**config.mk**
```make
export PLATFORM = sky130hd
export DESIGN_NAME = sha256_round_ctrl
export DESIGN_NICKNAME = d
export VERILOG_FILES = /design/src/rtl/sha256_round_ctrl.sv
export SDC_FILE = /design/constraint.sdc
export NUM_CORES = 1
export LEC_CHECK = 0
export CAP_MARGIN = 5
export CORE_AREA = 2 2 39 41
export CTS_CLUSTER_SIZE = 25
export DETAILED_ROUTE_END_ITERATION = 8
export DIE_AREA = 0 0 41 43
export GPL_TIMING_DRIVEN = 0
export PLACE_DENSITY = 0.72
export RECOVER_POWER = 100
export SYNTH_ARGS = -nofsm -noshare
export SYNTH_HDL_FRONTEND = slang
export SYNTH_SLANG_ARGS = --single-unit
```
**constraint.sdc**
```tcl
create_clock -name clk -period 3.2 [get_ports clk]
set_clock_uncertainty 0.1 [all_clocks]
set_input_delay 0.64 -clock clk [delete_from_list [all_inputs] [get_ports clk]]
set_output_delay 0.64 -clock clk [all_outputs]
set_load 0.02 [all_outputs]
```
**src/rtl/sha256_round_ctrl.sv**
```systemverilog
// SHA-256 compression round sequencer: INIT -> ROUNDS x ROUND -> FINAL -> DONE.
// Optional cancel input enabled by defining SHA_CTRL_ABORT_EN.
module sha256_round_ctrl #(
   parameter int ROUNDS     = 64,
   parameter int CNT_W      = 6,
   parameter int LOAD_WORDS = 16
) (
   input  logic             clk,
   input  logic             rst,
   input  logic             start,
   input  logic             done_ack,
`ifdef SHA_CTRL_ABORT_EN
   input  logic             abort,
`endif
   output logic             busy,
   output logic             hash_init,
   output logic             round_en,
   output logic [CNT_W-1:0] round_idx,
   output logic             w_load,
   output logic             h_add,
   output logic             done
);

   typedef enum logic [2:0] {
      S_IDLE,
      S_INIT,
      S_ROUND,
      S_FINAL,
      S_DONE
   } state_t;

   localparam logic [CNT_W-1:0] LAST_IDX = CNT_W'(ROUNDS - 1);

   state_t           state, state_nxt;
   logic [CNT_W-1:0] cnt, cnt_nxt;

   always_ff @(posedge clk) begin
      if (rst) begin
         state <= S_IDLE;
         cnt   <= '0;
      end else begin
         state <= state_nxt;
         cnt   <= cnt_nxt;
      end
   end

   always_comb begin
      state_nxt = state;
      cnt_nxt   = cnt;
      case (state)
         S_IDLE: begin
            cnt_nxt = '0;
            if (start) state_nxt = S_INIT;
         end
         S_INIT: begin
            cnt_nxt   = '0;
            state_nxt = S_ROUND;
         end
         S_ROUND: begin
            if (cnt == LAST_IDX) begin
               cnt_nxt   = '0;
               state_nxt = S_FINAL;
            end else begin
               cnt_nxt = cnt + 1'b1;
            end
         end
         S_FINAL: state_nxt = S_DONE;
         S_DONE: begin
            if (done_ack) state_nxt = S_IDLE;
         end
         default: begin
            state_nxt = S_IDLE;
            cnt_nxt   = '0;
         end
      endcase
`ifdef SHA_CTRL_ABORT_EN
      // abort wins over everything but rst, including a start seen in IDLE
      if (abort) begin
         state_nxt = S_IDLE;
         cnt_nxt   = '0;
      end
`endif
   end

   // outputs decode registered state only, so start/done_ack never reach them combinationally
   always_comb begin
      busy      = (state != S_IDLE);
      hash_init = (state == S_INIT);
      round_en  = (state == S_ROUND);
      round_idx = round_en ? cnt : '0;
      w_load    = round_en && (int'(cnt) < LOAD_WORDS);
      h_add     = (state == S_FINAL);
      done      = (state == S_DONE);
   end

endmodule

```
==> results of run 1 <==
==> worst reg2reg max path, stage by stage (launching register included) <==
cell      delay, ns
dfxtp_1        0.42
nor3b_1        0.60
or2_0          0.18
clkbuf_1       0.26
o21bai_1       0.21
nor2_1         0.13
==> kinds of logic after synthesis <==
family / share of synthesized area
and+or+nand+nor: 0.358
buffers and inverters: 0.0827
DFF: 0.322
AOI/OAI and AO/OA: 0.132
adders and majority gates: 0.0224
muxes: 0.0358
xor gates and xnor gates: 0.0470
==> registers in the layout (all words and copies together) (netlist names) <==
name	count
cnt	6
state	3
==> routing by layer <==
metal	up-vias	GRT usage	wire, um
li1	245	-	-
met1	208	0.248	521
met2	12	0.200	467
met3	4	0.0628	43
met4	0	0.120	37
met5	-	0	0
==> where the power goes <==
group	switching [mW]	leakage (nW)	total [mW]	internal (mW)
Combinational	0.0282	0.226	0.0545	0.0262
Sequential	0.00395	0.0729	0.120	0.116
Clock	0.0446	0.0150	0.0928	0.0482
==> final timing paths <==
kind	from	endpoint	cells after the start
max reg2reg	state[2]$_SDFFE_PP0P_	cnt[3]$_SDFFE_PP0N_	5
min	cnt[2]$_SDFFE_PP0N_	cnt[2]$_SDFFE_PP0N_	2
max	state[1]$_SDFFE_PP0P_	round_idx[3]	6
min reg2reg	cnt[2]$_SDFFE_PP0N_	cnt[2]$_SDFFE_PP0N_	2
==> cell usage in the layout, fill, tap and decap left out, drive strengths merged, types with 2 or more instances in the layout <==
master and instances:
a21oi 3, and2 6, buf 3, clkbuf 5, clkdlybuf4s50 2, dfxtp 9, dlygate4sd3 13, inv 2
mux2i 2, nand3b 2, nor2 8, nor3 2, nor3b 2, nor4 2, o21ai 2, xnor2 2
==> through the flow <==
stage | setup WS [ns] | hold slack, ns | instance area, um^2
CTS | 0.377 | 0.440 | 756
finish | 0.323 | 0.436 | 732
global route | 0.217 | 0.480 | 732
detailed placement | 0.665 | 0.430 | 729
global placement | 0.689 | 0.415 | 729
floorplan | 1.09 | 0.375 | 559
==> area by class of cell <==
type                    count  share of cell area
multi-input cells          45               0.432
clock buffers               4              0.0359
inverters                   2              0.0103
plain buffers               4              0.0427
repair buffers             15               0.205
flip-flops and latches      9               0.246
well taps                  16              0.0274
==> metrics, run 1 <==
outcome finished clean; DP Cell Count 91; Worst slew margin 0.547; Least-Margin Pin Slew 0.678 ns; FILL cells 139; Synth Area per Inst 9.32 um^2; CP Launch Type flop; FP Rows 14; CTS tree done; Initial DRT Pass Iterations 2; register area 180 um^2; DRT Wirelength 1070 um; worst reg-to-reg setup slack 1.23 ns; Avg Vias per Cell 4.94; CP peak stage delay 0.66 ns; crit path DAT 2.14 ns; Final Util 0.529; Total Routing Usage GR 0.171; register area share after synthesis 0.322; maximum vdd drop 0.205 mV; n_diodes 0; setup_tns 0 ns; final net count 85; total power draw 267 uW; critical path class flop to output pin; DRC Markers 0; vias in the first global route 431; Mapped Cells 60; clk sinks 9; Synth Register Bits 9; Initial Util 0.404; Skew-Pair Late Insertion Delay 0.27 ns; final period utilization 0.899; CORE AREA 0.00138 mm^2; initial antenna violation count 0; CTS resizes 0; Data required, critical path 2.46 ns; endpoints failing hold 0; FFs w/ async S/R, synth 0; Via Count 469; DRT iter0 DRCs 8; Post-synth EDFFs 0; Syn. warnings 0; root buffer cell clkbuf_4; RSZ-0062 raised after global routing false; dominant synthesized flop cell dfxtp_1; final setup fails 0; synthesized area 559 um^2; Max Cap Viol 0; routability cong. 0.725; worst-case clock buffer depth 2; crit path time final 2.88 ns; chip height 43 um; Synth cell types 32; CP max stage cell dlygate4sd3_1; crit path cell chain buf_6, or3b_1, buf_2, inv_2, and2_1, dlygate4sd3_1; layout cells sized above 1 0.139; count leader, synth dfxtp_1; largest net degree at the start of global routing 10; largest area contributor in the synthesized netlist dfxtp_1; gr ovfl total 0; io pins 16; Setup Fix Bufs, Post-CTS 0; worst hold path type flop to flop; Area growth, synth to finish 30.9%; Crit. End Element output pin; top cells by count, synth dfxtp_1, nor2_1, and2_1, a21oi_1, buf_6; Clk pin slew, worst setup/hold paths 0.07 ns; critical path peak fanout 9; Critical path buffers and inverters 4; Synth top area share 0.322; H-tree depth 1; Mapped Nets 65; multi-input combinational cell area 317 um^2; Leak Pwr 0.314 nW; Port-buffer cells 15; Worst path top cell family by delay buffers and inverters; Cell Count, Final, Fillers Out 95; Detail Route Antenna Nets 0; die area 0.00176 mm^2; top post-synthesis cells by area dfxtp_1, and2_1, buf_6; Die Width 41 um; cts hold-fix bufs 0; first-pass GRT wire length 1970 um; P per Cell Area 365 mW/mm^2; maximum clock rate 0.348 GHz; Avg WL per Cell 11.3 um; Slew Viols, Final 0; TritonCTS Buffers 3
Power figures use the tool's default switching activity.
==> inputs of run 2 (changes only) <==
--- a/config.mk
+++ b/config.mk
@@ -13,6 +13,7 @@
 export GPL_TIMING_DRIVEN = 0
 export PLACE_DENSITY = 0.72
 export RECOVER_POWER = 100
+export SKIP_CTS_REPAIR_TIMING = 1
 export SYNTH_ARGS = -nofsm -noshare
 export SYNTH_HDL_FRONTEND = slang
 export SYNTH_SLANG_ARGS = --single-unit
==> results of run 2 <==
No change in the layout: final DEF, timing and power equal those of run 1.
==> inputs of run 3 (changes only) <==
--- a/config.mk
+++ b/config.mk
@@ -11,6 +11,7 @@
 export DETAILED_ROUTE_END_ITERATION = 8
 export DIE_AREA = 0 0 41 43
 export GPL_TIMING_DRIVEN = 0
+export MAX_ROUTING_LAYER = met4
 export PLACE_DENSITY = 0.72
 export RECOVER_POWER = 100
 export SKIP_CTS_REPAIR_TIMING = 1
==> run 3 against run 2 <==
Against the previous run: clock power decreased by 2%; combinational power about the same; routed wire length decreased by 0.19%; clock-buffer cell count unchanged; die area unchanged; register-to-register slack about the same; critical path depth unchanged; first-iteration DRC count decreased by 13%; maximum frequency increased by 0.27%; critical endpoint unchanged; largest cell class unchanged.
==> metrics, run 3 (same netlist as run 1, synthesis figures left out) <==
outcome finished clean (unchanged); worst reg-to-reg setup slack 1.23 ns (about the same); Worst slew margin 0.547 (about the same); Detail Route Antenna Nets 0 (unchanged); HP Start cnt[2]$_SDFFE_PP0N_ (unchanged); crit path DAT 2.13 ns (was 2.14 ns); Avg Vias per Cell 4.98 (was 4.94); vias in the first global route 429 (was 431); Port-buffer cells 15 (unchanged); clk sinks 9 (unchanged); initial antenna violation count 0 (unchanged); Least-Margin Pin Slew 0.678 ns (about the same); maximum clock rate 0.349 GHz (was 0.348 GHz); io pins 16 (unchanged); final net count 85 (unchanged); Crit. End Element output pin (unchanged); most frequent cells in the layout dlygate4sd3_1, dfxtp_1, nor2_1 (unchanged); register area 180 um^2 (unchanged); DRC Markers 0 (unchanged); setup_tns 0 ns (unchanged); final setup fails 0 (unchanged); critical path peak fanout 9 (unchanged); worst-case clock buffer depth 2 (unchanged); worst hold path type flop to flop (unchanged); Worst Reg-to-Reg Cells 5 (unchanged); CTS tree done (unchanged); P per Cell Area 363 mW/mm^2 (was 365 mW/mm^2); Max Cap Viol 0 (unchanged); largest net degree at the start of global routing 10 (unchanged); chip height 43 um (unchanged); worst hold path endpoint cnt[2]$_SDFFE_PP0N_ (unchanged); DRT iter0 DRCs 7 (was 8); CP Launch Type flop (unchanged); commonest non-fill, non-tap cell in the layout dlygate4sd3_1 (unchanged); Leak Pwr 0.314 nW (unchanged); DRT Wirelength 1070 um (about the same); RSZ-0062 raised after global routing false (unchanged); TritonCTS Buffers 3 (unchanged); final hold slack 0.438 ns (was 0.436 ns); Skew-Pair Late Insertion Delay 0.26 ns (was 0.27 ns); Final Util 0.529 (unchanged); WHS Path Cells 2 (unchanged); final period utilization 0.897 (was 0.899); Via Count 473 (was 469); routability cong. 0.734 (was 0.725); max FFs per register 6 (unchanged); CORE AREA 0.00138 mm^2 (unchanged); Total Routing Usage GR 0.176 (was 0.171); Clk pin slew, worst setup/hold paths 0.07 ns (about the same); Initial DRT Pass Iterations 4 (was 2); crit path time final 2.87 ns (was 2.88 ns); FILL cells 139 (unchanged); n_diodes 0 (unchanged); FP Rows 14 (unchanged); first-pass GRT wire length 1960 um (was 1970 um); H-tree depth 1 (unchanged); root buffer cell clkbuf_4 (unchanged); Avg WL per Cell 11.2 um (was 11.3 um); Crit. Startpoint state[1]$_SDFFE_PP0P_ (unchanged); gr ovfl total 0 (unchanged); layout cells sized above 1 0.139 (unchanged); endpoints failing hold 0 (unchanged); Biggest register cnt (unchanged); Data required, critical path 2.46 ns (about the same); critical path class flop to output pin (unchanged); Die Width 41 um (unchanged); Slew Viols, Final 0 (unchanged); Initial Util 0.404 (unchanged); multi-input combinational cell area 317 um^2 (unchanged); Area growth, synth to finish 30.9% (unchanged); reg2reg end cnt[3]$_SDFFE_PP0N_ (unchanged); maximum vdd drop 0.201 mV (was 0.205 mV); reg2reg start state[2]$_SDFFE_PP0P_ (unchanged); Regs by FF count cnt x6, state x3 (unchanged); die area 0.00176 mm^2 (unchanged)
-- run 3: cell counts in the layout (fill, tap and decap cells not counted) --
Identical to the previous run, type by type.
-- run 3: through the flow --
step	instances	setup WS [ns]	cell area [um^2]	power, mW
final	95	0.331	732	0.266
after CTS	95	0.377	756	0.274
after global routing	95	0.217	732	0.283
after floorplan	60	1.09	559	0.162
after global placement	91	0.689	729	0.183
after detailed placement	91	0.665	729	0.183
-- run 3: how the worst max path moves through the flow --
| stage | slack, ns | end | depth (start not counted) |
|---|---|---|---|
| floorplan | 1.09 | w_load | 4 |
| global placement | 0.69 | round_idx[3] | 6 |
| detailed placement | 0.66 | round_idx[3] | 6 |
| CTS | 0.38 | round_idx[3] | 6 |
| global route | 0.22 | round_idx[0] | 6 |
| finish | 0.33 | round_idx[3] | 6 |
-- run 3: layer usage --
metal  global-route usage  wire, um
met5                    -         0
met4                0.120        22
met3               0.0628        47
met2                0.200       475
met1                0.248       523
-- run 3: worst max-delay path, stage by stage, from the launching register on --
cell and delay (ns):
dfxtp_1 0.33, buf_6 0.12, or3b_1 0.33, buf_2 0.17, inv_2 0.12, and2_1 0.13, dlygate4sd3_1 0.66
-- run 3: report_power, final --
group          switching [mW]  leakage, nW  internal [mW]
Clock                  0.0432       0.0150         0.0482
Combinational          0.0283        0.226         0.0262
Sequential            0.00394       0.0729          0.116
-- run 3: final cells by class --
type,count,area share
multi-input combinational,45,0.432
sequential,9,0.246
timing repair buffer,15,0.205
buffer,4,0.0427
clock buffer,4,0.0359
tap,16,0.0274
inverter,2,0.0103
